==> src/rtl/spi_ip_flag_ctrl_pkg.sv <==
// Shared types for the flag-sync channel scheduler: controller state encoding.
package spi_ip_flag_ctrl_pkg;

    localparam int FC_STATE_W = 3;

    typedef enum logic [FC_STATE_W-1:0] {
        FC_IDLE      = 3'd0,
        FC_ISSUE     = 3'd1,
        FC_WAIT_DROP = 3'd2,
        FC_WAIT_ACK  = 3'd3,
        FC_RECOVER   = 3'd4
    } fc_state_e;

endpackage

==> src/rtl/spi_ip_rr_arbiter.sv <==
// Combinational round-robin pick: first pending requester strictly after the
// last granted index, wrapping around.
module spi_ip_rr_arbiter #(
    parameter int PARAM_NUM_REQ = 4
) (
    input  logic [PARAM_NUM_REQ-1:0]         pending,
    input  logic [$clog2(PARAM_NUM_REQ)-1:0] last_grant,
    output logic [$clog2(PARAM_NUM_REQ)-1:0] winner,
    output logic                             any_valid
);

    localparam int TW = $clog2(PARAM_NUM_REQ);

    always_comb begin
        int               idx;
        logic [TW-1:0]    sel;
        idx       = 0;
        sel       = '0;
        winner    = '0;
        any_valid = 1'b0;
        for (int k = 1; k <= PARAM_NUM_REQ; k++) begin
            idx = int'(last_grant) + k;
            if (idx >= PARAM_NUM_REQ) begin
                idx = idx - PARAM_NUM_REQ;
            end
            sel = TW'(idx);
            if (!any_valid && pending[sel]) begin
                any_valid = 1'b1;
                winner    = sel;
            end
        end
    end

endmodule

==> src/rtl/spi_ip_flag_ctrl.sv <==
// Round-robin scheduler that shares one flag-sync CDC channel between several
// requesters: latches request pulses, issues one set pulse + tag, waits for the round trip, acks.
module spi_ip_flag_ctrl
    import spi_ip_flag_ctrl_pkg::*;
#(
    parameter int PARAM_NUM_REQ   = 4,
    parameter int PARAM_TIMEOUT   = 255,
    parameter int PARAM_CNT_WIDTH = 8
) (
    input  logic                             fc_clk_i,
    input  logic                             fc_rst_n_i,
    input  logic                             fc_en_i,
    input  logic [PARAM_NUM_REQ-1:0]         fc_req_i,
    input  logic                             fc_flag_valid_i,
    input  logic                             fc_clr_timeout_i,
    output logic                             fc_set_flag_o,
    output logic [$clog2(PARAM_NUM_REQ)-1:0] fc_tag_o,
    output logic [PARAM_NUM_REQ-1:0]         fc_ack_o,
    output logic [PARAM_NUM_REQ-1:0]         fc_pending_o,
    output logic                             fc_busy_o,
    output logic                             fc_timeout_o
);

    localparam int TW = $clog2(PARAM_NUM_REQ);
    localparam bit TO_EN = (PARAM_TIMEOUT != 0);
    localparam logic [PARAM_CNT_WIDTH-1:0] TO_LAST =
        PARAM_CNT_WIDTH'((PARAM_TIMEOUT > 0) ? PARAM_TIMEOUT - 1 : 0);

    generate
        if (PARAM_NUM_REQ < 2 || PARAM_NUM_REQ > 16) begin : g_bad_num_req
            $error("spi_ip_flag_ctrl: PARAM_NUM_REQ must be 2..16");
        end
        if (PARAM_TIMEOUT >= (1 << PARAM_CNT_WIDTH)) begin : g_bad_cnt_width
            $error("spi_ip_flag_ctrl: PARAM_CNT_WIDTH too small for PARAM_TIMEOUT");
        end
    endgenerate

    fc_state_e                   state_q;
    logic [PARAM_NUM_REQ-1:0]    pending_q;
    logic [TW-1:0]               rr_ptr_q;
    logic [PARAM_CNT_WIDTH-1:0]  cnt_q;

    logic [TW-1:0]               arb_winner;
    logic                        arb_any;
    logic [PARAM_NUM_REQ-1:0]    tag_onehot;
    logic [PARAM_NUM_REQ-1:0]    clr_issue;
    logic                        to_hit;
    logic                        in_wait;

    spi_ip_rr_arbiter #(
        .PARAM_NUM_REQ (PARAM_NUM_REQ)
    ) u_arb (
        .pending    (pending_q),
        .last_grant (rr_ptr_q),
        .winner     (arb_winner),
        .any_valid  (arb_any)
    );

    always_comb begin
        tag_onehot           = '0;
        tag_onehot[fc_tag_o] = 1'b1;
    end

    assign clr_issue = (state_q == FC_ISSUE) ? tag_onehot : '0;
    assign in_wait   = (state_q == FC_WAIT_DROP) || (state_q == FC_WAIT_ACK);
    assign to_hit    = TO_EN && in_wait && (cnt_q == TO_LAST);

    // A request landing on the issue cycle wins over the clear, so it is queued again.
    always_ff @(posedge fc_clk_i or negedge fc_rst_n_i) begin
        if (!fc_rst_n_i) begin
            pending_q <= '0;
        end else begin
            pending_q <= (pending_q & ~clr_issue) | fc_req_i;
        end
    end

    assign fc_pending_o = pending_q;

    always_ff @(posedge fc_clk_i or negedge fc_rst_n_i) begin
        if (!fc_rst_n_i) begin
            state_q       <= FC_IDLE;
            rr_ptr_q      <= TW'(PARAM_NUM_REQ - 1);
            cnt_q         <= '0;
            fc_set_flag_o <= 1'b0;
            fc_tag_o      <= '0;
            fc_ack_o      <= '0;
            fc_busy_o     <= 1'b0;
            fc_timeout_o  <= 1'b0;
        end else begin
            fc_set_flag_o <= 1'b0;
            fc_ack_o      <= '0;
            case (state_q)
                FC_IDLE: begin
                    if (fc_en_i && fc_flag_valid_i && arb_any) begin
                        state_q       <= FC_ISSUE;
                        fc_tag_o      <= arb_winner;
                        rr_ptr_q      <= arb_winner;
                        fc_set_flag_o <= 1'b1;
                        fc_busy_o     <= 1'b1;
                    end
                end
                FC_ISSUE: begin
                    cnt_q   <= '0;
                    state_q <= FC_WAIT_DROP;
                end
                FC_WAIT_DROP: begin
                    cnt_q <= cnt_q + 1'b1;
                    if (to_hit) begin
                        state_q <= FC_RECOVER;
                    end else if (!fc_flag_valid_i) begin
                        state_q <= FC_WAIT_ACK;
                    end
                end
                FC_WAIT_ACK: begin
                    cnt_q <= cnt_q + 1'b1;
                    if (to_hit) begin
                        state_q <= FC_RECOVER;
                    end else if (fc_flag_valid_i) begin
                        state_q   <= FC_IDLE;
                        fc_busy_o <= 1'b0;
                        fc_ack_o  <= tag_onehot;
                    end
                end
                FC_RECOVER: begin
                    // Aborted transfer: let the channel settle back to idle, no ack.
                    if (fc_flag_valid_i) begin
                        state_q   <= FC_IDLE;
                        fc_busy_o <= 1'b0;
                    end
                end
                default: begin
                    state_q   <= FC_IDLE;
                    fc_busy_o <= 1'b0;
                end
            endcase
            if (to_hit) begin
                fc_timeout_o <= 1'b1;
            end else if (fc_clr_timeout_i) begin
                fc_timeout_o <= 1'b0;
            end
        end
    end

endmodule
==> config.mk <==
export PLATFORM = sky130hd
export DESIGN_NAME = spi_ip_flag_ctrl
export DESIGN_NICKNAME = d
export VERILOG_FILES = /design/src/rtl/spi_ip_flag_ctrl_pkg.sv /design/src/rtl/spi_ip_rr_arbiter.sv /design/src/rtl/spi_ip_flag_ctrl.sv
export SDC_FILE = /design/constraint.sdc
export NUM_CORES = 1
export LEC_CHECK = 0
export CAP_MARGIN = 10
export CORE_UTILIZATION = 30
export CTS_CLUSTER_SIZE = 16
export DETAILED_ROUTE_END_ITERATION = 16
export PLACE_DENSITY = 0.59
export SETUP_SLACK_MARGIN = 0.05
export SLEW_MARGIN = 30
export SYNTH_ARGS = -nofsm -noshare
export SYNTH_HDL_FRONTEND = slang
export SYNTH_SLANG_ARGS = --single-unit
==> constraint.sdc <==
create_clock -name fc_clk_i -period 2.5 [get_ports fc_clk_i]
set_input_delay 0.5 -clock fc_clk_i [delete_from_list [all_inputs] [get_ports fc_clk_i]]
set_output_delay 0.5 -clock fc_clk_i [all_outputs]
set_load 0.03 [all_outputs]
==> impl_metrics.json, run 1 <==
{
  "finalSetupTns_ps": 0,
  "postCtsSetupBuffers": 0,
  "synthXorXnorAreaFrac_pct": 0,
  "syn_nets": 131,
  "synth_cell_types": 38,
  "synth_commonest_cells": "24 x dfrtp_1, 10 x inv_1, 9 x o21ai_0, 8 x nor3_1",
  "h-tree-depth": 1,
  "drv_slew": 0,
  "antenna_found_initial": 0,
  "hold_path.class": "flip-flop to flip-flop",
  "dieArea_mm2": 0.00443,
  "die_w_um": 66.6,
  "p_total_uw": 1430,
  "worstPathCellList": "clkdlybuf4s50_1",
  "hpwlAfterDp_um": 1830,
  "wl_per_cell_um": 13.8,
  "path_delay_family": "buffers and inverters",
  "max_cap_violations": 0,
  "critPathMaxFanout": 7,
  "yosysSeqAreaShare_pct": 52.3,
  "cp.buffers_inverters": 1,
  "coreArea_mm2": 0.00400,
  "n_antenna_cell": 0,
  "synth_edf_count": 0,
  "cts-root-buf": "clkbuf_8",
  "utilization_pct": 38.8,
  "start_util_pct": 31.2,
  "yosysMostFrequentCell": "dfrtp_1",
  "portBuffers": 21,
  "crit_arrival_ps": 1480,
  "cts_tree": "done",
  "yosys-top-cells-area": "dfrtp_1 48%, mux2i_1 4.8%, dfstp_2 4.2%",
  "ios": 22,
  "area_growth_pct": 24.2,
  "syn_area_per_cell_um2": 10.4,
  "vias": 1004,
  "synth-compound-area-share_pct": 17.6,
  "whs_ps": 486,
  "clock-sinks": 26,
  "crit_path_end_kind": "output pin",
  "timing.fmax_mhz": 505,
  "layout.nets": 154,
  "grt_max_degree": 27,
  "rsz0062_at_grt": "false",
  "p_per_area_mw_per_mm2": 921,
  "drcViolationCount": 0,
  "grt_overflow": 0,
  "synth_area_leader_cell": "dfrtp_1",
  "critPathSlowestCell": "clkdlybuf4s50_1",
  "crit_required_ps": 2000,
  "yosys.area_share.simple_pct": 18.5,
  "grt_pass1_wl_um": 4370,
  "ir_worst_vdd_uv": 379,
  "clock_latency_ps": 270,
  "globalplace.congestion": 0.816,
  "synthMuxAreaShare_pct": 4.80,
  "synth_top_cell_area_share_pct": 48.0,
  "cts_buffers": 3,
  "nFillCells": 398,
  "ys_seq_elements": 26,
  "drive_gt1_share_pct": 7.09,
  "synth_top_family_by_area": "simple AND/OR/NAND/NOR gates",
  "hold_buffers": 0,
  "cts.path.max_buffers": 2,
  "async_flop_share_pct": 100,
  "cellLeakagePower_uw": 0.000677,
  "relSlewSlack_pct": 59.1,
  "dr.pass1.iters": 4,
  "synth_adder_area_share_pct": 2.00,
  "setup_viol": 0,
  "clkTransAtPathRegs_ps": 90,
  "finalWorstSetupSlack_ps": 522,
  "startpoint_type": "flip-flop",
  "track_usage_pct": 12.9,
  "layout_min_cycle_time_ps": 1980,
  "place_ws_ps": 703,
  "cts_resized": 0,
  "ant_nets": 0,
  "rows": 23,
  "clock_skew_ps": 3.32,
  "yosysWarnings": 0,
  "worst_pin_slew_ps": 599,
  "path_class": "flip-flop to output pin",
  "hold_violations": 0,
  "slowest_delay_ps": 730,
  "chipHeight_um": 66.6,
  "drt_iter0_markers": 25,
  "drt-total-wl_um": 2630,
  "grt_pass1_vias": 957,
  "syn_area_mm2": 0.00125,
  "postSynthCellCount": 120,
  "status": "complete, no violations",
  "ys.flop_type": "dfrtp_1",
  "period_share_pct": 79.1,
  "post_drt_via_cell_ratio": 5.26
}
## worst paths after layout
check                           slack (ps)  cells past startpoint            end    startpoint
max in group asynchronous             1610                      2    rr_ptr_q[0]    fc_rst_n_i
worst max-delay path                   520                      1    fc_tag_o[1]   fc_tag_o[1]
min in group asynchronous              590                      2  fc_set_flag_o    fc_rst_n_i
worst max register to register         860                      3    fc_tag_o[0]   rr_ptr_q[0]
worst min register to register         490                      1   fc_timeout_o  fc_timeout_o
worst min-delay path                   490                      1   fc_timeout_o  fc_timeout_o
## routing by layer
metal | wire length, um | GRT usage, %
met1 | 1250 | 17.4
met4 | 18 | 5.59
met5 | 0 | 0
met3 | 78 | 1.54
met2 | 1290 | 20.6
## kinds of logic (layout without fill, tap and decap cells)
logic type / count (synthesis) / after routing
AND/OR/NAND/NOR: 39 / 39
AO/OA/AOI/OAI: 32 / 32
buffers and inverters: 15 / 36
flip-flops: 26 / 26
adder cells (fa/ha/maj): 2 / 2
multiplexers: 6 / 6
## area by class of cell
class	instances	area (um^2)	share of cell area [%]
Sequential cell	26	653	42.1
Tap cell	50	62.6	4.03
Multi-Input combinational cell	79	537	34.6
Inverter	11	41.3	2.66
Clock buffer	3	41.3	2.66
Timing Repair Buffer	22	218	14.0
## power by group
group	switching, uW	total [uW]	internal [uW]
clock network	129	237	108
logic	274	490	216
registers	166	704	537
total	569	1430	861
## cells in the final DEF, fill, tap and decap left out, types with 3 or more instances in the layout
cell type and instances:
clkdlybuf4s50_1 21, nand2_1 6, o21ai_0 9, dfrtp_1 24, inv_1 10, mux2i_1 6
nand3_1 5, a21oi_1 4, nor3b_1 3, a21o_1 4, nand4_1 4, nor2b_1 3
nor3_1 8, clkbuf_8 3
## metrics by stage
stage,instances,cell area [um^2]
global route,191,1550
CTS,191,1550
floorplan,120,1250
finish,191,1550
detailed placement,188,1510
global placement,188,1510
## state kept, by name (all words and copies together), names as in the netlist
name,cells
cnt_q,8
fc_ack_o,4
fc_pending_o,4
state_q,3
fc_tag_o,2
rr_ptr_q,2
fc_busy_o,1
fc_set_flag_o,1
fc_timeout_o,1
Note: power is estimated with default switching activity, not from simulation.
==> run 2: changes to the inputs <==
- clock period: 2.5 -> 2 ns (I/O delays scaled with it)
==> results of run 2 <==
Same layout as run 1 (identical final DEF). Status: complete, no violations.
Main changes from that run: setup slack after placement 703 ps -> 303 ps; setup slack after layout 522 ps -> 122 ps; register-to-register setup slack 860 ps -> 360 ps; total power 1430 uW -> 1790 uW; worst IR drop on VDD 379 uV -> 473 uV
==> run 3: changes to the inputs <==
- CELL_PAD_IN_SITES_DETAIL_PLACEMENT: default -> 1
- CELL_PAD_IN_SITES_GLOBAL_PLACEMENT: default -> 2
- PLACE_DENSITY: 0.59 -> 0.81
==> run 3 against run 2 <==
  * Setup slack gained 7.4 ps
  * Non-clock buffer count unchanged
  * Count of clock-buffer cells in the layout is the same
  * Power up 0.92%
  * Critical path type unchanged
  * Critical endpoint unchanged
  * Largest power group unchanged
==> impl_metrics.json, run 3 (synthesis results as in run 1) <==
{
  "critPathSlowestCell": "clkdlybuf4s50_1",
  "cts_resized": 0,
  "coreArea_mm2": 0.00400,
  "setup_viol": 0,
  "largest_reg_flops": 8,
  "globalplace.congestion": 0.862,
  "dieArea_mm2": 0.00443,
  "slowest_delay_ps": 720,
  "finalSetupTns_ps": 0,
  "drcViolationCount": 0,
  "postCtsSetupBuffers": 0,
  "hold_violations": 0,
  "rows": 23,
  "portBuffers": 21,
  "area_growth_pct": 24.2,
  "track_usage_pct": 14.3,
  "grt_overflow": 0,
  "regMostFlops": "cnt_q",
  "place_ws_ps": 275,
  "status": "complete, no violations",
  "layout.nets": 154,
  "grt_pass1_wl_um": 4850,
  "whs_ps": 492,
  "clkTransAtPathRegs_ps": 90,
  "cellLeakagePower_uw": 0.000677,
  "drt_iter0_markers": 25,
  "r2r-start": "rr_ptr_q[0]",
  "clock-sinks": 26,
  "wl_per_cell_um": 15.2,
  "crit_path_start": "fc_tag_o[1]",
  "n_antenna_cell": 0,
  "crit_arrival_ps": 1470,
  "h-tree-depth": 1,
  "rsz0062_at_grt": "false",
  "utilization_pct": 38.8,
  "path_delay_family": "buffers and inverters",
  "p_per_area_mw_per_mm2": 1160,
  "ir_worst_vdd_uv": 540,
  "power.switching_uw": 728,
  "post_drt_via_cell_ratio": 5.27,
  "ant_nets": 0,
  "drive_gt1_share_pct": 7.09,
  "cts-root-buf": "clkbuf_8",
  "clock_skew_ps": 4.97,
  "crit_path_end_kind": "output pin",
  "relSlewSlack_pct": 56.2,
  "dr.pass1.iters": 4,
  "die_w_um": 66.6,
  "hold_buffers": 0,
  "hp-start": "rr_ptr_q[0]",
  "critPathMaxFanout": 7,
  "nFillCells": 440,
  "hold_path.class": "flip-flop to flip-flop",
  "period_share_pct": 93.6,
  "mostFrequentLayoutCells": "24 x dfrtp_1, 21 x clkdlybuf4s50_1, 10 x inv_1",
  "path_class": "flip-flop to output pin",
  "start_util_pct": 31.2,
  "comb_power_share_pct": 34.4,
  "max_cap_violations": 0,
  "vias": 1006,
  "cts_tree": "done",
  "crit_required_ps": 1600,
  "clock_latency_ps": 270,
  "timing.fmax_mhz": 534,
  "drv_slew": 0,
  "pwr-share-seq_pct": 49.2,
  "clkPwrFrac_pct": 16.4,
  "ios": 22,
  "cts.path.max_buffers": 2,
  "cts_buffers": 3,
  "grt_pass1_vias": 1008,
  "grt_max_degree": 27,
  "drt-total-wl_um": 2910,
  "hpwlAfterDp_um": 2100,
  "startpoint_type": "flip-flop",
  "finalWorstSetupSlack_ps": 129,
  "layout_min_cycle_time_ps": 1870,
  "power.internal_uw": 1080,
  "cp.buffers_inverters": 1,
  "chipHeight_um": 66.6,
  "layout_commonest_cell": "dfrtp_1",
  "antenna_found_initial": 0,
  "netSwitchingFraction_pct": 40.3,
  "worst_pin_slew_ps": 640,
  "worstPathCellList": "clkdlybuf4s50_1"
}
-- run 3: cell counts in the layout (fill, tap and decap cells not counted) --
No cell type changed its count.
-- run 3: metal layers --
| layer | vias up | wire (um) | global-route usage (%) |
|---|---|---|---|
| li1 | 482 | - | - |
| met1 | 503 | 1370 | 18.6 |
| met2 | 16 | 1440 | 24.6 |
| met3 | 5 | 72 | 2.05 |
| met4 | 0 | 23 | 3.99 |
| met5 | - | 0 | 0 |
-- run 3: cell type report --
| type | instances | area, um^2 | area share, % |
|---|---|---|---|
| well taps | 50 | 62.6 | 4.03 |
| flip-flops and latches | 26 | 653 | 42.1 |
| multi-input cells | 79 | 537 | 34.6 |
| repair buffers | 22 | 218 | 14.0 |
| clock buffers | 3 | 41.3 | 2.66 |
| inverters | 11 | 41.3 | 2.66 |
-- run 3: power groups by stage --
stage               Clock, uW  Combinational [uW]  Sequential [uW]
finish                    297                 621              887
global route              322                 694              911
floorplan                   0                 362              902
CTS                       307                 629              884
global placement            0                 607              882
detailed placement          0                 626              892
-- run 3: stage by stage --
| step | power, uW | std cells | cell area, um^2 |
|---|---|---|---|
| final | 1800 | 191 | 1550 |
| after global placement | 1490 | 188 | 1510 |
| after detailed placement | 1520 | 188 | 1510 |
| after global routing | 1930 | 191 | 1550 |
| after floorplan | 1260 | 120 | 1250 |
| after CTS | 1820 | 191 | 1550 |
-- run 3: worst paths after layout --
path,to,slack [ps],depth (start not counted)
setup reg to reg,fc_tag_o[0],330,3
min in group asynchronous,cnt_q[1],500,2
max in group asynchronous,rr_ptr_q[0],1200,2
hold / removal,rr_ptr_q[0],490,2
hold reg to reg,rr_ptr_q[0],490,2
setup / recovery,fc_tag_o[1],130,1
